--- src/rtl/reg_bus_arbiter.sv ---
// Two-master round-robin arbiter for the shared register access bus.
// Each grant carries exactly one read or write. The granted master sees a
// one-cycle done pulse. All outputs are registered.
module reg_bus_arbiter #(
    parameter int ADDR_W     = 6,
    parameter int DATA_W     = 8,
    parameter int RD_LATENCY = 0
) (
    input  logic              clk,
    input  logic              rst,
    input  logic              m0_req,
    input  logic              m0_we,
    input  logic [ADDR_W-1:0] m0_addr,
    input  logic [DATA_W-1:0] m0_wdata,
    output logic              m0_gnt,
    output logic              m0_done,
    output logic [DATA_W-1:0] m0_rdata,
    input  logic              m1_req,
    input  logic              m1_we,
    input  logic [ADDR_W-1:0] m1_addr,
    input  logic [DATA_W-1:0] m1_wdata,
    output logic              m1_gnt,
    output logic              m1_done,
    output logic [DATA_W-1:0] m1_rdata,
    output logic              read,
    output logic              write,
    output logic [ADDR_W-1:0] addr,
    output logic [DATA_W-1:0] data_write,
    input  logic [DATA_W-1:0] data_read,
    output logic              busy
);

    typedef enum logic [1:0] {IDLE, ISSUE, WAIT, DONE} state_t;

    localparam logic [1:0] LAT = 2'(RD_LATENCY);

    state_t            state, state_nx;
    logic              sel, sel_nx;        // granted master: 0 or 1
    logic              rr, rr_nx;          // master favoured on contention
    logic [1:0]        cnt, cnt_nx;        // read-latency edge counter
    logic              m0_gnt_nx, m1_gnt_nx, m0_done_nx, m1_done_nx;
    logic [DATA_W-1:0] m0_rdata_nx, m1_rdata_nx;
    logic              read_nx, write_nx, busy_nx;
    logic [ADDR_W-1:0] addr_nx;
    logic [DATA_W-1:0] data_write_nx;
    logic              pick, we_sel, finish, capture;

    // Next-state and next-output logic. Every output is computed here one
    // cycle ahead, so all outputs leave the design directly from flops.
    always_comb begin
        state_nx      = state;
        sel_nx        = sel;
        rr_nx         = rr;
        cnt_nx        = cnt;
        m0_gnt_nx     = m0_gnt;
        m1_gnt_nx     = m1_gnt;
        m0_done_nx    = 1'b0;
        m1_done_nx    = 1'b0;
        m0_rdata_nx   = m0_rdata;
        m1_rdata_nx   = m1_rdata;
        read_nx       = 1'b0;
        write_nx      = 1'b0;
        addr_nx       = '0;
        data_write_nx = '0;
        pick          = 1'b0;
        we_sel        = 1'b0;
        finish        = 1'b0;
        capture       = 1'b0;
        case (state)
            IDLE: begin
                if (m0_req || m1_req) begin
                    // A lone requester wins. On contention the pointer decides.
                    pick          = m1_req & (~m0_req | rr);
                    we_sel        = pick ? m1_we : m0_we;
                    sel_nx        = pick;
                    m0_gnt_nx     = ~pick;
                    m1_gnt_nx     = pick;
                    write_nx      = we_sel;
                    read_nx       = ~we_sel;
                    addr_nx       = pick ? m1_addr : m0_addr;
                    data_write_nx = we_sel ? (pick ? m1_wdata : m0_wdata) : '0;
                    state_nx      = ISSUE;
                end
            end
            ISSUE: begin
                if (read && RD_LATENCY != 0) begin
                    addr_nx  = addr;
                    cnt_nx   = 2'd1;
                    state_nx = WAIT;
                end else begin
                    capture = read;
                    finish  = 1'b1;
                end
            end
            WAIT: begin
                addr_nx = addr;
                if (cnt == LAT) begin
                    addr_nx = '0;
                    capture = 1'b1;
                    finish  = 1'b1;
                end else begin
                    cnt_nx = cnt + 2'd1;
                end
            end
            DONE: begin
                m0_gnt_nx = 1'b0;
                m1_gnt_nx = 1'b0;
                rr_nx     = ~sel;
                state_nx  = IDLE;
            end
            default: state_nx = IDLE;
        endcase
        if (finish) begin
            state_nx   = DONE;
            m0_done_nx = ~sel;
            m1_done_nx = sel;
        end
        if (capture) begin
            if (sel) m1_rdata_nx = data_read;
            else     m0_rdata_nx = data_read;
        end
        busy_nx = (state_nx != IDLE);
    end

    // State and output registers. A reset clears everything, including any
    // access in progress.
    always_ff @(posedge clk) begin
        if (rst) begin
            state      <= IDLE;
            sel        <= 1'b0;
            rr         <= 1'b0;
            cnt        <= '0;
            m0_gnt     <= 1'b0;
            m1_gnt     <= 1'b0;
            m0_done    <= 1'b0;
            m1_done    <= 1'b0;
            m0_rdata   <= '0;
            m1_rdata   <= '0;
            read       <= 1'b0;
            write      <= 1'b0;
            addr       <= '0;
            data_write <= '0;
            busy       <= 1'b0;
        end else begin
            state      <= state_nx;
            sel        <= sel_nx;
            rr         <= rr_nx;
            cnt        <= cnt_nx;
            m0_gnt     <= m0_gnt_nx;
            m1_gnt     <= m1_gnt_nx;
            m0_done    <= m0_done_nx;
            m1_done    <= m1_done_nx;
            m0_rdata   <= m0_rdata_nx;
            m1_rdata   <= m1_rdata_nx;
            read       <= read_nx;
            write      <= write_nx;
            addr       <= addr_nx;
            data_write <= data_write_nx;
            busy       <= busy_nx;
        end
    end

endmodule

--- config.mk ---
export PLATFORM = sky130hd
export DESIGN_NAME = reg_bus_arbiter
export DESIGN_NICKNAME = d
export VERILOG_FILES = /design/src/rtl/reg_bus_arbiter.sv
export SDC_FILE = /design/constraint.sdc
export NUM_CORES = 1
export LEC_CHECK = 0
export ABC_CLOCK_PERIOD_IN_PS = 2100
export CAP_MARGIN = 20
export CORE_MARGIN = 8
export CORE_UTILIZATION = 30
export CTS_CLUSTER_SIZE = 10
export DETAILED_ROUTE_END_ITERATION = 8
export PLACE_DENSITY = 0.59
export RECOVER_POWER = 25
export SYNTH_ARGS = -nofsm -noshare
export SYNTH_HDL_FRONTEND = slang
export SYNTH_SLANG_ARGS = --single-unit
--- constraint.sdc ---
create_clock -name clk -period 2.1 [get_ports clk]
set_input_delay 0.21 -clock clk [delete_from_list [all_inputs] [get_ports clk]]
set_output_delay 0.21 -clock clk [all_outputs]
set_load 0.02 [all_outputs]
==> metrics.md <==
| Metric | Value |
|---|---|
| Total CTS buffers | 5 |
| DRC | 0 |
| Clock sink count | 43 |
| Status | complete, no violations |
| Proportion of layout cells with a drive suffix above 1 | 5.47% |
| Die area | about 0.0092 mm^2 |
| Min-delay src | m1_rdata[2] |
| Top delay family on crit path | simple AND/OR/NAND/NOR gates |
| Clock-pin transition on the worst setup and hold timing paths | approximately 0.09 ns |
| Pin count of the biggest net entering global routing | 25 |
| Worst Path Arrival | between 1.5 and 2 ns |
| DR iter-0 viols | 72 |
| Vias | around 1,800 |
| FF+latch count, synth | 43 |
| Synth area leader | dfxtp_1 |
| Final Hold Fails | 0 |
| Finished layout cell area | between 0.002 and 0.003 mm^2 |
| Root buf cell | clkbuf_8 |
| Synth Cell Area | roughly 0.0019 mm^2 |
| CP Launch Type | register |
| Critical Path RT | 2.29 ns |
| Max Slew Vio Count | 0 |
| Critical Path Max Stage Delay | approximately 0.41 ns |
| Synth Net Count | 250 |
| Die width | approximately 96 um |
| DP Wirelength | roughly 4200 um |
| Antenna diode count | 0 |
| IR drop worst, VDD | roughly 350 uV |
| Final Power | between 2000 and 2500 uW |
| Slew of the pin with the lowest slew margin | around 0.67 ns |
| Worst Path Buf+Inv | 1 |
| Most used DFF post-synth | dfxtp_1 |
| Worst-path cell chain | inv_1 > ha_1 > nand2b_1 > nand2b_4 > a31o_1 |
| # Post-CTS Setup Buffers | 0 |
| Post-route setup slack | about 0.37 ns |
| Pre-CTS setup slack | between 0.3 and 0.4 ns |
| Initial core utilization | between 30% and 40% |
| Uppermost routed layer | met4 |
| Mean Syn Cell Area | around 9.4 um^2 |
| Crit. End Element | register |
| Slowest cell on crit path | dfxtp_1 |
| EDFF count, synth | 0 |
| Post-synth top area share | 45.1% |
| Via/cell ratio | roughly 5 |
| Leak pwr | 0.00108 uW |
| Fin util | 45.0% |
| Cts repair resizes | 0 |
| Placer Congestion | approximately 0.7 |
| Wirelength, routed | around 5700 um |
| Total gr overflow | 0 |
| Max-Cap Viols | 0 |
| YS warnings | 0 |
| Rows | 29 |
| DR WL met3 | between 600 and 700 um |
| Clk buf depth | 2 |
| Clock Latency Late Sink | roughly 0.30 ns |
| # port buffers | slightly below 80 |
| First-pass GRT wire length | approximately 9000 um |
| Cell variety after synth | 37 |
| Total Nets Final | 321 |
| Htree depth | 2 |
| Syn-to-layout area delta | 47.3% |
| Core Region | between 0.006 and 0.007 mm^2 |
| Met1 WL | 2420 um |
| Final cycle utilization of the critical path | between 80 and 90% |
| Asr flop ratio synth | 0% |
| Min Tclk post-route | 1.73 ns |
| Placed Area | between 0.002 and 0.003 mm^2 |
| I/O pins | 79 |
| Worst-path maximum fanout | 9 |
| Endpoints failing setup | 0 |
| DR pass1 iterations | 4 |
| Part of the Yosys area used for sequential elements | 45.1% |
| WL per Instance | 16.2 um |
| Critical path class | reg2reg |
| Post-route ant nets | 0 |
| CTS tree | built |
| Initial antenna violation count | 0 |
| Unrepaired setup endpoints after global routing | false |
| CTS Hold Bufs | 0 |
| Worst Skew | a little over 0.009 ns |
| Vias in the first global route | 1,868 |
| Overall routing resource usage | roughly an eighth |
| Peak Freq | just under 600 MHz |
| Critical R2R Launch | state[0] |
| Die height | around 96 um |
| Post-Synthesis Cells | a little over 200 |
| Min-Delay Path Class | reg2reg |
| Count leader, synth | dfxtp_1 |
| Power density cells | ~850 mW/mm^2 |
| Dominant cells by area after synthesis | dfxtp_1 45%, a21oi_1 5.2%, mux2i_1 5.2% |
| Slew margin rel. | ~55% |
| Setup TNS Final | 0 ns |
| Met2 WL | 2540 um |
| Most frequent cells after synthesis | 43 x dfxtp_1, 20 x a21oi_1, 12 x a31oi_1, 12 x nand2b_1 |
| Worst Setup SP | state[0] |
## placed cells by master (no fill, tap or decap), types with 2 or more instances in the layout
cell type         n
clkdlybuf4s50_1  63
dfxtp_1          43
a21oi_1          20
dlygate4sd3_1    15
nand2b_1         12
a31oi_1          12
nand2_1          10
mux2i_1          10
nand4_1           9
o21ai_0           8
o211ai_1          8
nor3_1            8
a31o_1            8
nor4bb_1          6
clkbuf_8          6
inv_1             5
ha_1              5
nand3_1           3
nor2_1            3
buf_4             3
and3b_1           2
## final timing paths
| check | to | slack, ns | cells past startpoint |
|---|---|---|---|
| max | m0_rdata[4] | 0.37 | 5 |
| min | m1_rdata[2] | 0.46 | 2 |
| max reg2reg | m0_rdata[4] | 0.37 | 5 |
| min reg2reg | m1_rdata[2] | 0.46 | 2 |
## sequential cells by signal, summed over array words and instances, names as in the netlist
name        flops
addr            6
busy            1
cnt             2
data_write      8
m0_done         1
m0_gnt          1
m0_rdata        8
m1_done         1
m1_gnt          1
m1_rdata        8
read            1
rr              1
sel             1
state           2
write           1
## area by class of cell
class / instances / area, um^2
Clock buffer: 6 / 82.6
Clock inverter: 1 / 5.00
Fill cell: 630 / 3430
Inverter: 6 / 22.5
Multi-Input combinational cell: 137 / 940
Sequential cell: 43 / 861
Tap cell: 77 / 96.3
Timing Repair Buffer: 81 / 803
## where the power goes
| part | internal, uW | total, uW | switching [uW] | leakage (uW) |
|---|---|---|---|---|
| combinational | 397 | 867 | 470 | 0.000681 |
| sequential | 916 | 975 | 59.6 | 0.000350 |
| clock | 258 | 537 | 279 | 0.0000470 |
| total | 1570 | 2380 | 809 | 0.00108 |
## stage by stage
stage / hold slack, ns / cells
final: 0.459 / 351
after global routing: 0.474 / 351
after CTS: 0.468 / 351
after detailed placement: 0.457 / 344
after global placement: 0.448 / 344
after floorplan: 0.367 / 203
## cells by family after synthesis
kind of cell,Yosys count,share of synthesized area [%]
simple gates,58,18.8
compound gates,63,21.5
xor+xnor,1,0.459
flops,43,45.1
fa+ha+maj,5,3.28
buf+inv,23,5.64
mux,10,5.25
## metal layers
| metal | vias up | track usage (%) |
|---|---|---|
| li1 | 890 | - |
| met2 | 61 | 19.9 |
| met1 | 810 | 14.7 |
| met5 | - | 0 |
| met4 | 0 | 5.38 |
| met3 | 8 | 6.01 |
## worst min-delay path: cells and delay by family, from the launching register on
kind,cells,cell delay [ns]
flip-flops,1,0.31
AND/OR/NAND/NOR,1,0.05
multiplexers,1,0.05
Power figures use the tool's default switching activity.
